[config.mk]
export PLATFORM = sky130hd
export DESIGN_NAME = player_motion_ctrl_flat
export DESIGN_NICKNAME = d
export VERILOG_FILES = /design/src/rtl/player_motion_ctrl_if.sv /design/src/rtl/player_motion_ctrl.sv /design/src/flat_wrapper.sv
export SDC_FILE = /design/constraint.sdc
export NUM_CORES = 1
export LEC_CHECK = 0
export ABC_AREA = 1
export CAP_MARGIN = 20
export CELL_PAD_IN_SITES_DETAIL_PLACEMENT = 0
export CELL_PAD_IN_SITES_GLOBAL_PLACEMENT = 1
export CORE_AREA = 3 3 72 74
export CTS_BUF_LIST = sky130_fd_sc_hd__clkbuf_16
export CTS_CLUSTER_DIAMETER = 40
export DETAILED_ROUTE_END_ITERATION = 16
export DIE_AREA = 0 0 75 77
export HOLD_SLACK_MARGIN = 0.06
export PLACE_DENSITY = 0.8
export SYNTH_ARGS = -nofsm -noshare
export SYNTH_HDL_FRONTEND = slang
export SYNTH_SLANG_ARGS = --single-unit
[constraint.sdc]
create_clock -name clk -period 2.15 [get_ports clk]
set_input_delay 0.645 -clock clk [delete_from_list [all_inputs] [get_ports clk]]
set_output_delay 0.645 -clock clk [all_outputs]
set_load 0.02 [all_outputs]
[src/rtl/player_motion_ctrl_if.sv]
// Player motion control bus: frame/start/gravity/line inputs in, position and status out.
interface player_motion_ctrl_if;
    logic       frame_tick;
    logic       start;
    logic       dir;
    logic [2:0] lines;
    logic [8:0] height;
    logic       grounded;
    logic       is_dead;
    logic [1:0] state;

    // Driver side (game logic / testbench)
    modport master (
        output frame_tick, start, dir, lines,
        input  height, grounded, is_dead, state
    );

    // Motion controller side
    modport slave (
        input  frame_tick, start, dir, lines,
        output height, grounded, is_dead, state
    );
endinterface

[src/rtl/player_motion_ctrl.sv]
// Player vertical motion sequencer for the gravity-flip game.
// Moves the player one STEP per frame tick toward the active gravity direction,
// lands on rest points whose line is present and declares death at the screen edges.
module player_motion_ctrl #(
    parameter int unsigned STEP    = 4,
    parameter int unsigned START_H = 120,
    parameter int unsigned TOP_H   = 0,
    parameter int unsigned BOT_H   = 476
) (
    input  logic                 clk,
    input  logic                 reset,
    player_motion_ctrl_if.slave  bus
);

    typedef enum logic [1:0] {
        StIdle     = 2'b00,
        StGrounded = 2'b01,
        StFalling  = 2'b10,
        StDead     = 2'b11
    } state_e;

    localparam logic [9:0] StepW   = 10'(STEP);
    localparam logic [9:0] StartW  = 10'(START_H);
    localparam logic [9:0] TopW    = 10'(TOP_H);
    localparam logic [9:0] BotW    = 10'(BOT_H);
    localparam logic [9:0] RestD0  = 10'd120;  // dir=0, needs lines[0]
    localparam logic [9:0] RestD1  = 10'd240;  // dir=0, needs lines[1]
    localparam logic [9:0] RestU0  = 10'd180;  // dir=1, needs lines[1]
    localparam logic [9:0] RestU1  = 10'd300;  // dir=1, needs lines[2]

    state_e     state_q, state_d;
    logic [9:0] height_q, height_d;
    logic       grounded_q, is_dead_q;
    logic [9:0] nxt_down, nxt_up;

    // A height is a valid resting place only for its own gravity direction and present line.
    function automatic logic rest_ok(input logic [9:0] h, input logic d, input logic [2:0] ln);
        logic ok;
        ok = 1'b0;
        if (!d) begin
            ok = (h == RestD0 && ln[0]) || (h == RestD1 && ln[1]);
        end else begin
            ok = (h == RestU0 && ln[1]) || (h == RestU1 && ln[2]);
        end
        return ok;
    endfunction

    // Next-state and next-height decode.
    always_comb begin
        state_d  = state_q;
        height_d = height_q;
        nxt_down = height_q + StepW;
        nxt_up   = height_q - StepW;
        unique case (state_q)
            StIdle, StDead: begin
                if (bus.start) begin
                    height_d = StartW;
                    state_d  = rest_ok(StartW, bus.dir, bus.lines) ? StGrounded : StFalling;
                end
            end
            StGrounded: begin
                // Losing the line or flipping gravity drops the player; motion waits for a tick.
                if (!rest_ok(height_q, bus.dir, bus.lines)) begin
                    state_d = StFalling;
                end
            end
            StFalling: begin
                if (bus.frame_tick) begin
                    if (!bus.dir) begin
                        if (bus.lines[0] && height_q < RestD0 && nxt_down >= RestD0) begin
                            height_d = RestD0;
                            state_d  = StGrounded;
                        end else if (bus.lines[1] && height_q < RestD1 && nxt_down >= RestD1) begin
                            height_d = RestD1;
                            state_d  = StGrounded;
                        end else if (nxt_down >= BotW) begin
                            height_d = BotW;
                            state_d  = StDead;
                        end else begin
                            height_d = nxt_down;
                        end
                    end else begin
                        // Rest points are far above STEP, so nxt_up never wraps in these tests.
                        if (bus.lines[1] && height_q > RestU0 && nxt_up <= RestU0) begin
                            height_d = RestU0;
                            state_d  = StGrounded;
                        end else if (bus.lines[2] && height_q > RestU1 && nxt_up <= RestU1) begin
                            height_d = RestU1;
                            state_d  = StGrounded;
                        end else if (height_q <= TopW + StepW) begin
                            height_d = TopW;
                            state_d  = StDead;
                        end else begin
                            height_d = nxt_up;
                        end
                    end
                end
            end
            default: state_d = StIdle;
        endcase
    end

    // State, position and status flags, all registered.
    always_ff @(posedge clk or negedge reset) begin
        if (!reset) begin
            state_q    <= StIdle;
            height_q   <= StartW;
            grounded_q <= 1'b0;
            is_dead_q  <= 1'b0;
        end else begin
            state_q    <= state_d;
            height_q   <= height_d;
            grounded_q <= (state_d == StGrounded);
            is_dead_q  <= (state_d == StDead);
        end
    end

    assign bus.height   = height_q[8:0];
    assign bus.grounded = grounded_q;
    assign bus.is_dead  = is_dead_q;
    assign bus.state    = state_q;

endmodule

[src/flat_wrapper.sv]
// flat-port wrapper written by rule: the top's interface ports become plain ports
module player_motion_ctrl_flat 
#(
    parameter int unsigned STEP    = 4,
    parameter int unsigned START_H = 120,
    parameter int unsigned TOP_H   = 0,
    parameter int unsigned BOT_H   = 476
)
  (clk, reset, bus_frame_tick, bus_start, bus_dir, bus_lines, bus_height, bus_grounded, bus_is_dead, bus_state);
  player_motion_ctrl_if bus_i ();
  input  logic clk;
  input  logic reset;
  input wire logic [$bits(bus_i.frame_tick)-1:0] bus_frame_tick;
  input wire logic [$bits(bus_i.start)-1:0] bus_start;
  input wire logic [$bits(bus_i.dir)-1:0] bus_dir;
  input wire logic [$bits(bus_i.lines)-1:0] bus_lines;
  output wire logic [$bits(bus_i.height)-1:0] bus_height;
  output wire logic [$bits(bus_i.grounded)-1:0] bus_grounded;
  output wire logic [$bits(bus_i.is_dead)-1:0] bus_is_dead;
  output wire logic [$bits(bus_i.state)-1:0] bus_state;
  assign bus_i.frame_tick = bus_frame_tick;
  assign bus_i.start = bus_start;
  assign bus_i.dir = bus_dir;
  assign bus_i.lines = bus_lines;
  assign bus_height = bus_i.height;
  assign bus_grounded = bus_i.grounded;
  assign bus_is_dead = bus_i.is_dead;
  assign bus_state = bus_i.state;
  player_motion_ctrl #(.STEP(STEP), .START_H(START_H), .TOP_H(TOP_H), .BOT_H(BOT_H)) u_core (.clk(clk), .reset(reset), .bus(bus_i));
endmodule
==> results of run 1 <==
-- area by class of cell --
class / instances / area (sq um)
timing repair buffer: 60 / 519
tap: 54 / 67.6
fill: 479 / 2320
inverter: 41 / 159
clock inverter: 1 / 3.75
sequential: 12 / 308
multi-input combinational: 199 / 1210
clock buffer: 3 / 75.1
-- per-layer routing --
metal	vias to the layer above	track usage [%]
met5	-	0
met4	0	8.54
met3	15	1.57
met2	42	27.7
met1	858	25.0
li1	946	-
-- flip-flops by register name, indices dropped and copies added (netlist names) --
signal               count
u_core.bus.state         2
u_core.height_q          8
u_core.bus.is_dead       1
u_core.bus.grounded      1
-- metrics by stage --
step / hold slack (ps) / setup TNS (ps) / total power [uW]
2_1_floorplan: 349 / 0 / 1610
3_3_place_gp: 573 / -496 / 2240
3_5_place_dp: 571 / -471 / 2230
4_1_cts: 577 / 0 / 2580
5_1_grt: 623 / -431 / 3170
6_report: 592 / 0 / 2890
-- worst reg2reg max path, cell delays in order (launching register included) --
cell,delay [ps]
dfstp_2,590
ha_4,170
nand2_1,110
nor2_2,140
nand3_1,120
o21ai_0,200
o21ai_0,180
o21ai_0,220
nand2_1,90
a21oi_1,120
nor2_1,50
-- repair_timing --
action,CTS,global route
pin swaps,1,12
setup endpoints to repair,8,13
gates resized for setup,5,56
buffers inserted,0,6
-- report_power, final --
group          total (uW)  switching, uW  internal (uW)
clock network         343           98.6            245
registers             444            118            326
logic                2110           1220            890
total                2890           1430           1460
-- final timing paths --
path	endpoint	slack (ps)	cells past startpoint
worst max-delay path	u_core.bus.is_dead$_DFF_PN0_	50	10
worst min-delay path	u_core.height_q[5]$_DFFE_PN1P_	590	2
worst max register to register	u_core.bus.is_dead$_DFF_PN0_	50	10
worst min register to register	u_core.height_q[5]$_DFFE_PN1P_	590	2
max in group asynchronous	u_core.height_q[2]$_DFFE_PN0P_	1000	1
min in group asynchronous	u_core.bus.state[0]$_DFF_PN0_	750	1
-- cells in the final DEF, fill, tap and decap left out, types with 5 or more instances in the layout --
| cell type | instances |
|---|---|
| nand3_2 | 7 |
| nand2_2 | 18 |
| inv_1 | 27 |
| buf_4 | 37 |
| o21ai_1 | 5 |
| nor2_2 | 11 |
| nand2_1 | 57 |
| nand3_1 | 24 |
| inv_2 | 11 |
| clkdlybuf4s50_1 | 13 |
| nor2_1 | 15 |
| dfrtp_1 | 6 |
| o21ai_0 | 14 |
| a21oi_1 | 8 |
-- cells by family after synthesis --
group / after synthesis
flip-flops: 12
XOR/XNOR: 1
other: 1
adder cells (fa/ha/maj): 8
AND/OR/NAND/NOR: 149
buffers and inverters: 55
AO/OA/AOI/OAI: 39
==> impl_metrics.toml, run 1 <==
[grt]
track_usage_pct = 18.1
grt_max_degree = 13
grt_pass1_vias = 1780
grt_pass1_wl_microns = 8150
antenna_found_initial = 0
globalRouteOverflowTotal = 0

[clock_tree]
clk_pin_slew_ps = 40
ctsRootBufferMaster = "clkbuf_16"
cts_sinks = 12
clockBufferDepth = 2
numCtsBuffers = 3
holdBufCountCts = 0
clock_latency_ps = 240
htreeDepth = 1
cts_tree = "built"

[logic_synthesis]
synth_xor_area_share_pct = 0.549
ys.flop_type = "dfrtp_1"
synth_seq_area_share_pct = 19.2
ys.warnings.count = 0
synth_top_family_by_area = "simple AND/OR/NAND/NOR gates"
synth_adder_area_share_pct = 6.28
syn_area_per_cell_sq_um = 6.02
synth.top_cells.by_area = "nand2_1 17%, dfrtp_1 13%, nand3_1 9.1%, dfstp_2 6.6%, inv_1 6.6%"
synth_compound_area_share_pct = 14.4
yosys.area.top_type = "nand2_1"
yosysUniqueCellTypes = 35
synth_top_area_share_pct = 16.7
synthMuxAreaShare_pct = 0
synth_edf_count = 0
syn_inst = 265
synthSimpleGateAreaFrac_pct = 43.3
syn_area_sq_um = 1590
synth_common_cells = "71 x nand2_1, 29 x nand3_1, 28 x inv_1"
synth_seq_cells = 12
yosysMostFrequentCell = "nand2_1"
synthArstFlopShare_pct = 100

[placed_design]
dp_cells = 360
dp.final_hpwl_microns = 3980
placed_cell_area_sq_um = 2010
portBuffers = 18
pre_cts_ws_ps = -88.9
gp_congestion = 0.927

[drt]
postRouteWirelength_microns = 4960
ant_nets = 0
drt_iter0_drc = 134
vias_per_cell = 5.03
met3WireLength_microns = 160
drt_first_pass_iters = 4
wl_per_cell_microns = 13.4
wl_met2_microns = 2340
vias = 1861
wl_met1_microns = 2290
drc = 0
top_layer = "met4"

[sta]
timing.final.crit_share_pct = 97.8
layout_setup_ws_ps = 48.0
maxSlewHeadroom_pct = 64.2
rsz0062_at_grt = "true"
setup_viol_count_final = 0
tightestPinTransition_ps = 536
timing.fmax_ghz = 0.476
fin_worst_skew_ps = 3.96
fin_crit_ps = 2100
drv_slew = 0
finalHoldViolations = 0

[hold_path]
hold_start = "u_core.height_q[5]$_DFFE_PN1P_"
min_path_type = "reg2reg"

[setup_path]
crit_arrival_ps = 2240
cp_top_family = "compound AO/OA/AOI/OAI gates"
critPathRequiredTime_ps = 2280
crit_path_start = "u_core.height_q[3]$_DFFE_PN1P_"
worst_setup_path_end_kind = "flip-flop"
crit_chain = "ha_4 > nand2_1 > nor2_2 > nand3_1 > o21ai_0 > o21ai_0 > o21ai_0 > nand2_1 > a21oi_1 > nor2_1"
r2r-start = "u_core.height_q[3]$_DFFE_PN1P_"
critPathBufInv = 0
slowest_delay_ps = 590
crit_top_cell = "o21ai_0"
path_class = "reg2reg"
critPathMaxFanout = 4
start_kind = "flip-flop"
cp_slowest_cell = "dfstp_2"

[run_status]
status = "completed"

[power]
vdd_drop_max_mv = 0.759
p_per_area_nw_per_um2 = 1230
leakagePower_uw = 0.00115

[floorplan]
dieArea_sq_um = 5780
start_util_pct = 34.2
io_pins = 21
core_sq_um = 4660
die_x_microns = 75
row_count = 25
die-height_microns = 77

[finish]
final_cell_area_sq_um = 2340
finalNetCount = 333
fin_cells = 370
drive_gt1_share_pct = 37.7
syn2layout_area_growth_pct = 47.0
finish.utilization_pct = 50.3
num_antenna_cells = 0

[flow_run]
maxCapViolCount = 0
(Power assumes the default switching activity.)
==> run 2, diff against run 1 <==
--- a/config.mk
+++ b/config.mk
@@ -5,7 +5,7 @@
 export SDC_FILE = /design/constraint.sdc
 export NUM_CORES = 1
 export LEC_CHECK = 0
-export ABC_AREA = 1
+export ABC_AREA = 0
 export CAP_MARGIN = 20
 export CELL_PAD_IN_SITES_DETAIL_PLACEMENT = 0
 export CELL_PAD_IN_SITES_GLOBAL_PLACEMENT = 1
@@ -15,7 +15,7 @@
 export DETAILED_ROUTE_END_ITERATION = 16
 export DIE_AREA = 0 0 75 77
 export HOLD_SLACK_MARGIN = 0.06
-export PLACE_DENSITY = 0.8
+export PLACE_DENSITY = 0.79
 export SYNTH_ARGS = -nofsm -noshare
 export SYNTH_HDL_FRONTEND = slang
 export SYNTH_SLANG_ARGS = --single-unit
==> impl_metrics.toml, run 2 <==
[sta]
drv_slew = 0
fin_tns_setup_ps = -4910
finalHoldViolations = 0
layout_setup_ws_ps = -526
maxSlewHeadroom_pct = 61.4
timing.fmax_ghz = 0.374
timing.final.crit_share_pct = 124
fin_worst_skew_ps = 0.671
rsz0062_at_grt = "true"
setup_viol_count_final = 12
fin_crit_ps = 2680
tightestPinTransition_ps = 577

[finish]
finish.utilization_pct = 59.8
finalNetCount = 322
layout_common_cells = "75 x buf_4, 17 x nand2_1, 13 x nor2_1, 13 x clkdlybuf4s50_1, 12 x inv_1"
largest-register = "u_core.height_q"
drive_gt1_share_pct = 44.9
syn2layout_area_growth_pct = 65.6
num_antenna_cells = 0
largest_reg_flops = 8
layout_commonest_cell = "buf_4"

[clock_tree]
cts_sinks = 12
clock_latency_ps = 240
clockBufferDepth = 2
clk_pin_slew_ps = 40
ctsRootBufferMaster = "clkbuf_16"
htreeDepth = 1
cts_tree = "built"
numCtsBuffers = 3
holdBufCountCts = 0

[logic_synthesis]
synth.top_cells.by_area = "dfrtp_1 12%, dfstp_2 6.3%, ha_1 6.0%, buf_4 4.0%, nand2_1 4.0%"
syn_area_sq_um = 1680
ys.warnings.count = 0
synthArstFlopShare_pct = 100
yosysUniqueCellTypes = 63
syn_inst = 224
syn_area_per_cell_sq_um = 7.51
synth_seq_area_share_pct = 18.2
yosys.area.top_type = "dfrtp_1"
ys.flop_type = "dfrtp_1"
synth_edf_count = 0
synth_top_area_share_pct = 11.9
synth_common_cells = "18 x nand2_1, 14 x inv_1, 14 x nor2_1"
synth_seq_cells = 12
yosysMostFrequentCell = "nand2_1"

[setup_path]
ff2ff_setup_slack_ps = -530
worstSetupEndpoint = "u_core.bus.is_dead$_DFF_PN0_"
start_kind = "flip-flop"
critPathMaxFanout = 5
crit_chain = "buf_6 > or4_4 > or3_4 > o2bb2a_4 > a21boi_4 > or3_1 > a311o_1 > and3_1"
cp_num_cells = 8
r2r-end = "u_core.bus.is_dead$_DFF_PN0_"
critPathBufInv = 1
reg2regPathDepth = 8
worst_setup_path_end_kind = "flip-flop"
crit_path_start = "u_core.height_q[3]$_DFFE_PN1P_"
r2r-start = "u_core.height_q[3]$_DFFE_PN1P_"
cp_top_family = "simple AND/OR/NAND/NOR gates"
crit_arrival_ps = 2800
cp_slowest_cell = "or4_4"
path_class = "reg2reg"
critPathRequiredTime_ps = 2270
slowest_delay_ps = 540

[power]
p_switching_uw = 1740
p_per_area_nw_per_um2 = 1380
seq_power_share_pct = 11.3
leakagePower_uw = 0.00124
swShare_pct = 45.3
p_comb_share_pct = 79.7
vdd_drop_max_mv = 1.02
power.share.clock_pct = 8.9
p_int_uw = 2100

[drt]
drt_first_pass_iters = 4
vias_per_cell = 5.85
drc = 0
vias = 2099
drt_iter0_drc = 211
postRouteWirelength_microns = 6430
ant_nets = 0
wl_per_cell_microns = 17.9

[grt]
antenna_found_initial = 0
track_usage_pct = 22.1
grt_pass1_vias = 2083
grt_pass1_wl_microns = 9980
globalRouteOverflowTotal = 0
grt_max_degree = 21

[run_status]
status = "complete, but fails checks"
violations = "negative setup slack"

[hold_path]
min_path_type = "reg2reg"
hold_start = "u_core.height_q[5]$_DFFE_PN1P_"

[floorplan]
die-height_microns = 77
start_util_pct = 36.1
dieArea_sq_um = 5780
die_x_microns = 75
core_sq_um = 4660
io_pins = 21
row_count = 25

[placed_design]
dp.final_hpwl_microns = 4590
portBuffers = 18
gp_congestion = 0.982

[flow_run]
maxCapViolCount = 0
==> run 2: cell types whose count changed after synthesis, sizes merged, moves of 5 or more <==
| cell | previous run | this run |
|---|---|---|
| o21ai | 20 | 11 |
| nand3 | 32 | 5 |
| inv | 38 | 14 |
| clkbuf | 0 | 9 |
| nor2 | 30 | 14 |
| nand2 | 77 | 18 |
| xnor2 | 0 | 5 |
| and3 | 0 | 5 |
| nand2b | 0 | 5 |
==> run 2: logic make-up (layout without fill, tap and decap cells) <==
group	count (synthesis)	count (layout)	synth area share, %
AND/OR/NAND/NOR	86	86	28.2
flip-flops	12	12	18.2
buffers and inverters	40	120	11.8
XOR/XNOR	6	6	3.12
other	1	2	0.223
multiplexers	1	1	0.595
adder cells (fa/ha/maj)	8	8	5.95
AO/OA/AOI/OAI	70	70	31.9
==> run 2: final cells by class <==
type	instances	area, sq um
clock buffers	3	75.1
clock inverters	1	3.75
fillers	394	1880
inverters	14	52.6
multi-input cells	173	1420
flip-flops and latches	12	307
well taps	54	67.6
repair buffers	102	860
==> run 2: worst min path at each step <==
stage | endpoint | slack (ps) | depth (start not counted)
floorplan | u_core.bus.grounded$_DFF_PN0_ | 350 | 0
global placement | u_core.height_q[5]$_DFFE_PN1P_ | 630 | 3
detailed placement | u_core.height_q[5]$_DFFE_PN1P_ | 630 | 3
CTS | u_core.height_q[5]$_DFFE_PN1P_ | 640 | 3
global route | u_core.height_q[5]$_DFFE_PN1P_ | 680 | 3
finish | u_core.height_q[5]$_DFFE_PN1P_ | 640 | 3
==> run 2: what timing repair did <==
action	CTS	global route
setup endpoints to repair	16	13
setup buffers	9	4
pin swaps	10	9
resized for setup	36	23
==> run 2: per-layer routing <==
layer  routed length (microns)  up-vias  GRT usage, %
met3                       414       20          3.80
met4                       187        0          8.36
met1                      2650      999          29.9
met5                         0        -             0
met2                      3180       88          34.6
li1                          -      992             -
==> run 2: worst min-delay path, cell delays in order (launching register included) <==
cell     delay [ps]
dfstp_2         390
inv_1            80
buf_4           110
a22oi_2          60
==> run 2: power groups by stage <==
stage               Clock [uW]  Sequential [uW]  Combinational [uW]
floorplan                    0              425                1510
global placement             0              423                2580
detailed placement           0              424                2580
CTS                        348              435                2780
global route               365              450                3300
finish                     343              436                3060
==> run 2: per-stage QoR <==
| stage | std cells | hold slack (ps) | cell area (sq um) | power [uW] | setup WS, ps |
|---|---|---|---|---|---|
| detailed placement | 342 | 631 | 2370 | 3010 | -659 |
| floorplan | 225 | 349 | 1720 | 1940 | -454 |
| CTS | 355 | 643 | 2640 | 3570 | -491 |
| global placement | 342 | 629 | 2370 | 3010 | -663 |
| global route | 359 | 682 | 2790 | 4110 | -575 |
| finish | 359 | 642 | 2790 | 3840 | -526 |
==> run 3, diff against run 2 <==
--- a/config.mk
+++ b/config.mk
@@ -6,6 +6,7 @@
 export NUM_CORES = 1
 export LEC_CHECK = 0
 export ABC_AREA = 0
+export ABC_CLOCK_PERIOD_IN_PS = 2150
 export CAP_MARGIN = 20
 export CELL_PAD_IN_SITES_DETAIL_PLACEMENT = 0
 export CELL_PAD_IN_SITES_GLOBAL_PLACEMENT = 1
==> results of run 3 <==
Same layout as run 2: the final DEF is identical, and so are final timing and power.
